`src/rtl/nim_trig_pkg.sv`:
```
// Shared types and field widths for the NIM trigger-decision controller.
package nim_trig_pkg;

    localparam int unsigned PRESCALE_W = 16;
    localparam int unsigned DEADTIME_W = 16;

    typedef enum logic [1:0] {
        DISABLED = 2'd0,
        ARMED    = 2'd1,
        WAIT_ACK = 2'd2,
        DEADTIME = 2'd3
    } trig_state_t;

endpackage

```
`src/rtl/nim_sat_counter.sv`:
```
// Saturating event counter with synchronous clear; clear wins over a same-cycle increment.
module nim_sat_counter #(
    parameter int unsigned CNT_W = 32
) (
    input  logic             clk,
    input  logic             reset,
    input  logic             inc,
    input  logic             clr,
    output logic [CNT_W-1:0] count
);

    always_ff @(posedge clk or posedge reset) begin
        if (reset) begin
            count <= '0;
        end else if (clr) begin
            count <= '0;
        end else if (inc && (count != {CNT_W{1'b1}})) begin
            count <= count + CNT_W'(1);
        end
    end

endmodule

```
`src/rtl/nim_trigger_ctrl.sv`:
```
// Coincidence/edge/prescale trigger decision with DAQ busy-ack handshake, deadtime and
// accepted/vetoed edge counters.
module nim_trigger_ctrl
    import nim_trig_pkg::*;
#(
    parameter int unsigned N_CHAN      = 8,
    parameter int unsigned CNT_W       = 32,
    parameter int unsigned ACK_TIMEOUT = 4096
) (
    input  logic                  clk,
    input  logic                  reset,
    input  logic                  run_enable,
    input  logic                  cnt_clear,
    input  logic [N_CHAN-1:0]     chan_trig,
    input  logic [N_CHAN-1:0]     coinc_mask,
    input  logic                  coinc_and,
    input  logic [PRESCALE_W-1:0] prescale,
    input  logic [DEADTIME_W-1:0] deadtime,
    input  logic                  daq_ack,
    output logic                  trig_accept,
    output logic                  trig_busy,
    output logic [CNT_W-1:0]      trig_count,
    output logic [CNT_W-1:0]      veto_count,
    output logic                  timeout_flag
);

    localparam int unsigned WT_W = (ACK_TIMEOUT > 2) ? $clog2(ACK_TIMEOUT) : 1;
    localparam logic [WT_W-1:0] WT_LAST = WT_W'(ACK_TIMEOUT - 1);

    trig_state_t           state;
    logic                  comb_c;
    logic                  comb_q;
    logic                  comb_qq;
    logic                  rise_c;
    logic                  pre_hit_c;
    logic                  trig_inc_c;
    logic                  veto_inc_c;
    logic                  ack_ok_c;
    logic                  wait_done_c;
    logic [PRESCALE_W-1:0] pre_cnt;
    logic [DEADTIME_W-1:0] dt_cnt;
    logic [WT_W-1:0]       wt_cnt;

    // An empty mask never fires, even in AND mode where the reduction would be vacuously true.
    assign comb_c = (|coinc_mask) &
                    (coinc_and ? (&(chan_trig | ~coinc_mask)) : (|(chan_trig & coinc_mask)));

    assign rise_c      = comb_q & ~comb_qq;
    // >= keeps a lowered prescale from stranding the counter above the new threshold.
    assign pre_hit_c   = (pre_cnt >= prescale);
    assign trig_inc_c  = run_enable && (state == ARMED) && rise_c && pre_hit_c;
    assign veto_inc_c  = run_enable && rise_c && ((state == WAIT_ACK) || (state == DEADTIME));
    assign ack_ok_c    = daq_ack && !trig_accept;
    assign wait_done_c = ack_ok_c || (wt_cnt == WT_LAST);

    // Combine/edge pipeline.
    always_ff @(posedge clk or posedge reset) begin
        if (reset) begin
            comb_q  <= 1'b0;
            comb_qq <= 1'b0;
        end else begin
            comb_q  <= comb_c;
            comb_qq <= comb_q;
        end
    end

    // Trigger FSM with prescale, ack-timeout and deadtime counters.
    always_ff @(posedge clk or posedge reset) begin
        if (reset) begin
            state        <= DISABLED;
            trig_accept  <= 1'b0;
            trig_busy    <= 1'b1;
            pre_cnt      <= '0;
            dt_cnt       <= '0;
            wt_cnt       <= '0;
            timeout_flag <= 1'b0;
        end else begin
            trig_accept <= 1'b0;
            if (!run_enable) begin
                state     <= DISABLED;
                trig_busy <= 1'b1;
            end else begin
                case (state)
                    DISABLED: begin
                        state     <= ARMED;
                        trig_busy <= 1'b0;
                        pre_cnt   <= '0;
                    end
                    ARMED: begin
                        if (rise_c) begin
                            if (pre_hit_c) begin
                                trig_accept <= 1'b1;
                                trig_busy   <= 1'b1;
                                pre_cnt     <= '0;
                                wt_cnt      <= '0;
                                state       <= WAIT_ACK;
                            end else begin
                                pre_cnt <= pre_cnt + PRESCALE_W'(1);
                            end
                        end
                    end
                    WAIT_ACK: begin
                        if (wait_done_c) begin
                            if (!ack_ok_c) begin
                                timeout_flag <= 1'b1;
                            end
                            dt_cnt <= deadtime;
                            if (deadtime == '0) begin
                                state     <= ARMED;
                                trig_busy <= 1'b0;
                            end else begin
                                state <= DEADTIME;
                            end
                        end else begin
                            wt_cnt <= wt_cnt + WT_W'(1);
                        end
                    end
                    DEADTIME: begin
                        dt_cnt <= dt_cnt - DEADTIME_W'(1);
                        if (dt_cnt <= DEADTIME_W'(1)) begin
                            state     <= ARMED;
                            trig_busy <= 1'b0;
                        end
                    end
                    default: begin
                        state     <= DISABLED;
                        trig_busy <= 1'b1;
                    end
                endcase
            end
            if (cnt_clear) begin
                timeout_flag <= 1'b0;
            end
        end
    end

    nim_sat_counter #(.CNT_W(CNT_W)) u_trig_cnt (
        .clk   (clk),
        .reset (reset),
        .inc   (trig_inc_c),
        .clr   (cnt_clear),
        .count (trig_count)
    );

    nim_sat_counter #(.CNT_W(CNT_W)) u_veto_cnt (
        .clk   (clk),
        .reset (reset),
        .inc   (veto_inc_c),
        .clr   (cnt_clear),
        .count (veto_count)
    );

endmodule

```
`config.mk`:
```
export PLATFORM = sky130hd
export DESIGN_NAME = nim_trigger_ctrl
export DESIGN_NICKNAME = d
export VERILOG_FILES = /design/src/rtl/nim_trig_pkg.sv /design/src/rtl/nim_sat_counter.sv /design/src/rtl/nim_trigger_ctrl.sv
export SDC_FILE = /design/constraint.sdc
export NUM_CORES = 1
export LEC_CHECK = 0
export CAP_MARGIN = 0
export CORE_MARGIN = 4
export CORE_UTILIZATION = 45
export DETAILED_ROUTE_END_ITERATION = 10
export GPL_TIMING_DRIVEN = 1
export MAX_ROUTING_LAYER = met4
export PLACE_DENSITY = 0.8
export SLEW_MARGIN = 30
export SYNTH_ARGS = -nofsm -noshare
export SYNTH_HDL_FRONTEND = slang
export SYNTH_HIERARCHICAL = 1
export SYNTH_SLANG_ARGS = --single-unit
```
`constraint.sdc`:
```
create_clock -name clk -period 4.4 [get_ports clk]
set_clock_uncertainty 0.1 [all_clocks]
set_input_delay 0.66 -clock clk [delete_from_list [all_inputs] [get_ports clk]]
set_output_delay 0.66 -clock clk [all_outputs]
set_load 0.1 [all_outputs]
```
---- Yosys cells after proc, flatten, opt, wreduce, memory -nomap -nowiden ----
Cells that the tools add are included.
Widths: inputs -> output; s select.
operators by class
  add/subtract/negate cells ............... 5
  $lt $le $gt $ge ......................... 2
  eq/ne operators ......................... 16
  muxes and demuxes ....................... 37
  bitwise operators ....................... 6
  reductions and logical operators ........ 30
operator list
  kind                   count
  $mux 32                4
  $add 32x1->32 const B  2
  $ne 32x32->1 const B   2
  $pmux 16 s2            2
  $mux 16                3
  $mux 12                3
  $pmux 12 s2            1
  $add 16x1->16 const B  1
  $ge 16x16->1           1
  $le 16x1->1 const B    1
  $logic_not 16->1       1
  $mux 1                 16
  $reduce_bool 2->1      8
  $reduce_or 8->1        2
  $sub 16x1->16 const B  1
  $add 12x1->12 const B  1
  $eq 12x12->1 const B   1
  $mux 2                 6
  $ne 2x2->1 const B     5
  $reduce_and 5->1       2
  $ne 3x3->1 const B     3
  $and 8x8->8            1
  $logic_and 1x1->1      8
  $not 8->8              1
  14 further kinds       20
word-level totals
  register bits ........................... 115
  word-level logic and storage cells ...... 107

---- Logic depth before layout (Yosys ltp) ----
  depth in word-level cells ............... 7
  mapped depth ............................ 13
  mapped depth without buffers ............ 12

---- By module ----
Netlist, hierarchy kept.
by module, submodules not included
  module                         times used  cells each  area each (um^2)  sequential area each (um^2)
  nim_trigger_ctrl               1           421         3497.1            1277.5
  nim_sat_counter at u_veto_cnt  1           195         1826.8            800.8
  nim_sat_counter at u_trig_cnt  1           186         1740.4            800.8

---- Least setup slack after synthesis ----
OpenSTA, ideal clock, no wires.
  kind .................................... input -> register
  start point ............................. input port prescale[14]
  end point ............................... register u_trig_cnt.count[19]
  library setup time ...................... 78 ps
  data arrival time ....................... 3289 ps
  data required time ...................... 4222 ps
  path slack .............................. 933 ps
  stages .................................. 13
  path buffers ............................ 1
  path through ............................ inv_1 > ha_1 > nand4_1 > nor3_2 > o311ai_1 > nand3_1 > nor3b_1 > nand4_1 > nor3_1 > o311ai_1 > buf_2 > or4_1 > a21oi_1
between the ends
  word-level cells in the longest chain between the ends .. 4
RTL lines
  item                                line                    text
  start, declared                     nim_trigger_ctrl.sv:17  input logic [PRESCALE_W-1:0] prescale,
  $ge 16x16->1                        nim_trigger_ctrl.sv:50  assign pre_hit_c = (pre_cnt >= prescale);
  $logic_and 1x1->1                   nim_trigger_ctrl.sv:51  assign trig_inc_c = run_enable && (state == ARMED) && rise_c && pre_hit_c;
  via trig_inc_c                      nim_trigger_ctrl.sv:36  logic trig_inc_c;
  $logic_and 1x1->1                   nim_sat_counter.sv:17   end else if (inc && (count != {CNT_W{1'b1}})) begin
  $reduce_bool 2->1 (no source line)  --
  end signal, assigned                nim_sat_counter.sv:18   count <= count + CNT_W'(1);
  end, declared                       nim_sat_counter.sv:9    output logic [CNT_W-1:0] count
The timed path passes the listed nets, and every way through them passes these cells.
A chain may end at the register's enable or synchronous reset.

---- Worst setup path after layout ----
  start point ............................. input port prescale[13]
  end point ............................... register u_trig_cnt.count[25]
Same word-level chain as after synthesis.

==> flow_summary.json <==
{
  "yosysTopAreaCell": "dfrtp_1",
  "maxSlewViolCount": 0,
  "cts_hold_buf": 0,
  "wl_per_cell_um": 15.76,
  "routed.top_layer": "met4",
  "grt_max_degree": 47,
  "clock-root-buffer": "clkbuf_16",
  "synth_edf_count": 0,
  "yosysWarnings": 6,
  "areaGrowthSynthToFinish_pct": 28.21,
  "die_h_um": 133.3,
  "grt_pass1_vias": 6187,
  "route.detailed.drc": 0,
  "yosysTopAreaCellShare_pct": 40.38,
  "status": "finished clean",
  "setup_tns_ns": 0,
  "tightest_slew_ns": 1.029,
  "antenna_found_initial": 0,
  "ys_seq_area_share_pct": 40.75,
  "diodes": 0,
  "crit_path_max_incr_delay_ns": 0.48,
  "wl_mm": 18.02,
  "place.gp.congestion": 0.8403,
  "synthTopCellsByCount": "114 x dfrtp_1, 72 x a21oi_1, 68 x nand2_1",
  "vdd_drop_max_mv": 0.2763,
  "hp-class": "reg -> reg",
  "postCtsSetupRepairBufs": 0,
  "synth_seq_cells": 115,
  "period_share_pct": 84.71,
  "drt_first_pass_iters": 5,
  "clock-sinks": 115,
  "numPortBuffers": 120,
  "hold_viol": 0,
  "rows": 45,
  "ant_nets": 0,
  "ios": 121,
  "relSlewSlack_pct": 31.20,
  "yosys-top-cells-area": "dfrtp_1 40%, a21oi_1 5.1%, ha_1 4.6%, nand2_1 3.6%, o31ai_1 3.6%",
  "clkLatencyLatePin_ns": 0.42,
  "clockBufferDepth": 2,
  "ctsResizeCount": 0,
  "cap_violations": 0,
  "synth_cells": 802,
  "path_clk_slew_ns": 0.05,
  "initial_core_util_pct": 46.13,
  "hold-worst-slack_ns": 0.3366,
  "rsz0062_at_grt": "no",
  "fin_nets": 999,
  "drive_gt1_share_pct": 7.940,
  "setup-violations-final": 0,
  "core-area_sq_um": 15310,
  "via_count": 6672,
  "finalPower_uw": 3343,
  "wl_met1_mm": 8.296,
  "route.met3.wl_um": 994,
  "synth_most_common_cell": "dfrtp_1",
  "grt_overflow": 0,
  "path_class": "in -> reg",
  "ys_types": 66,
  "die_x_um": 133.3,
  "synth_async_sr_flop_share_pct": 100.0,
  "cp_slowest_cell": "or4_1",
  "p_leak_uw": 0.003613,
  "crit_path_cell_trace": "clkdlybuf4s50_1, inv_1, ha_1, nand4_1, nor3_2, o311ai_1, nand3_1, nor3b_1, buf_4, nand4_1, nor3_1, o311ai_1, buf_4, or4_1, a21oi_1",
  "arrival_ns": 3.95,
  "netlist_area_sq_um": 7064,
  "grt_usage_pct": 20.95,
  "drtIter0Drc": 617,
  "grt_pass1_wl_mm": 30.30,
  "fmax_mhz": 268.3,
  "synthFlopType": "dfrtp_1",
  "cts_tree": "yes",
  "required_ns": 4.63,
  "syn-num-nets": 882,
  "avgSynthCellArea_sq_um": 8.808,
  "cts-buffers-inserted": 17,
  "met2_length_mm": 8.403,
  "via_per_inst": 5.837,
  "startpoint_type": "input pin",
  "endpoint_kind": "register",
  "path_max_fanout": 15,
  "fp.dieArea_sq_um": 17770,
  "place_hpwl_mm": 12.63,
  "p_per_area_nw_per_um2": 369.1,
  "period_needed_ns": 3.727,
  "htreeDepth": 4
}
cells in the final DEF, fill, tap and decap left out, types with 4 or more instances in the layout:
| master | netlist | routed |
|---|---|---|
| o22ai_1 | 9 | 9 |
| and2_1 | 4 | 4 |
| o41ai_2 | 3 | 4 |
| xor2_1 | 19 | 19 |
| and4_1 | 8 | 8 |
| or3_1 | 29 | 29 |
| clkdlybuf4s50_1 | 0 | 117 |
| nand2_1 | 68 | 68 |
| buf_4 | 0 | 10 |
| nand4_1 | 19 | 19 |
| dfrtp_1 | 114 | 114 |
| nor4_2 | 4 | 4 |
| nor2_1 | 58 | 58 |
| nand3_1 | 43 | 43 |
| or4_1 | 25 | 25 |
| a2bb2oi_1 | 4 | 4 |
| a31oi_1 | 4 | 4 |
| nand2b_1 | 6 | 6 |
| o21ai_1 | 4 | 4 |
| nor4_1 | 13 | 13 |
| clkbuf_16 | 0 | 17 |
| a22oi_1 | 4 | 4 |
| xnor2_1 | 9 | 9 |
| and3_1 | 9 | 9 |
| nor2b_1 | 8 | 8 |
| ha_1 | 26 | 26 |
| mux2i_1 | 4 | 4 |
| o31ai_1 | 34 | 34 |
| nor3_1 | 10 | 10 |
| inv_1 | 53 | 52 |
| o211ai_1 | 7 | 7 |
| a21oi_1 | 72 | 72 |
| o21ai_0 | 49 | 49 |
| clkinv_2 | 0 | 4 |
power breakdown:
group          switching [uW]  internal [uW]  total, uW
clock                     505            917       1420
sequential                104           1160       1270
combinational             406            248        654
total                    1010           2330       3340
path summary, 6_finish.rpt:
kind | from | to | slack, ns | depth (start not counted)
worst max-delay path | prescale[13] | u_trig_cnt/count[25] | 0.67 | 15
worst max register to register | pre_cnt[14] | u_trig_cnt/count[25] | 0.99 | 13
worst min-delay path | comb_q | comb_qq | 0.34 | 0
min in group asynchronous | reset | dt_cnt[10] | 0.60 | 2
worst min register to register | comb_q | comb_qq | 0.34 | 0
max in group asynchronous | reset | trig_busy | 2.78 | 3
metal layers:
metal / vias up / global-route usage (%)
met3: 27 / 4.569
met5: - / -
met2: 212 / 31.18
li1: 3227 / -
met1: 3206 / 28.43
met4: 0 / 7.200
sequential cells by signal (all words and copies together) (netlist names):
name / flops
comb_q: 1
trig_busy: 1
comb_qq: 1
state: 2
wt_cnt: 12
u_trig_cnt/count: 32
u_veto_cnt/count: 32
trig_accept: 1
dt_cnt: 16
pre_cnt: 16
timeout_flag: 1
worst max-delay path: cells and delay by family:
family / cells / cell delay [ns]
simple gates: 7 / 1.61
buf+inv: 4 / 0.88
compound gates: 3 / 0.50
fa+ha+maj: 1 / 0.30
through the flow:
step,setup slack [ns],instance area (sq um),cells,util (%)
5_1_grt,0.2941,9057,1143,59.14
6_report,0.6727,9057,1143,59.14
3_3_place_gp,0.4450,8443,1111,55.13
2_1_floorplan,0.9327,7064,802,-
4_1_cts,0.6871,9057,1143,59.14
3_5_place_dp,0.2484,8446,1111,55.15
cell type report:
cell class	instances	area [sq um]
fillers	1351	6257
multi-input cells	602	3842
flip-flops and latches	115	2879
repair buffers	130	1261
clock buffers	19	452.9
well taps	211	264.0
inverters	53	198.9
clock inverters	13	158.9
cell families after synthesis:
kind of cell	Yosys count	synth area share, %
xor+xnor	28	3.472
flops	115	40.75
fa+ha+maj	26	4.605
mux	5	0.7262
compound gates	222	20.01
buf+inv	85	5.030
simple gates	321	25.40
No activity file was read; power rests on OpenSTA's default activity.
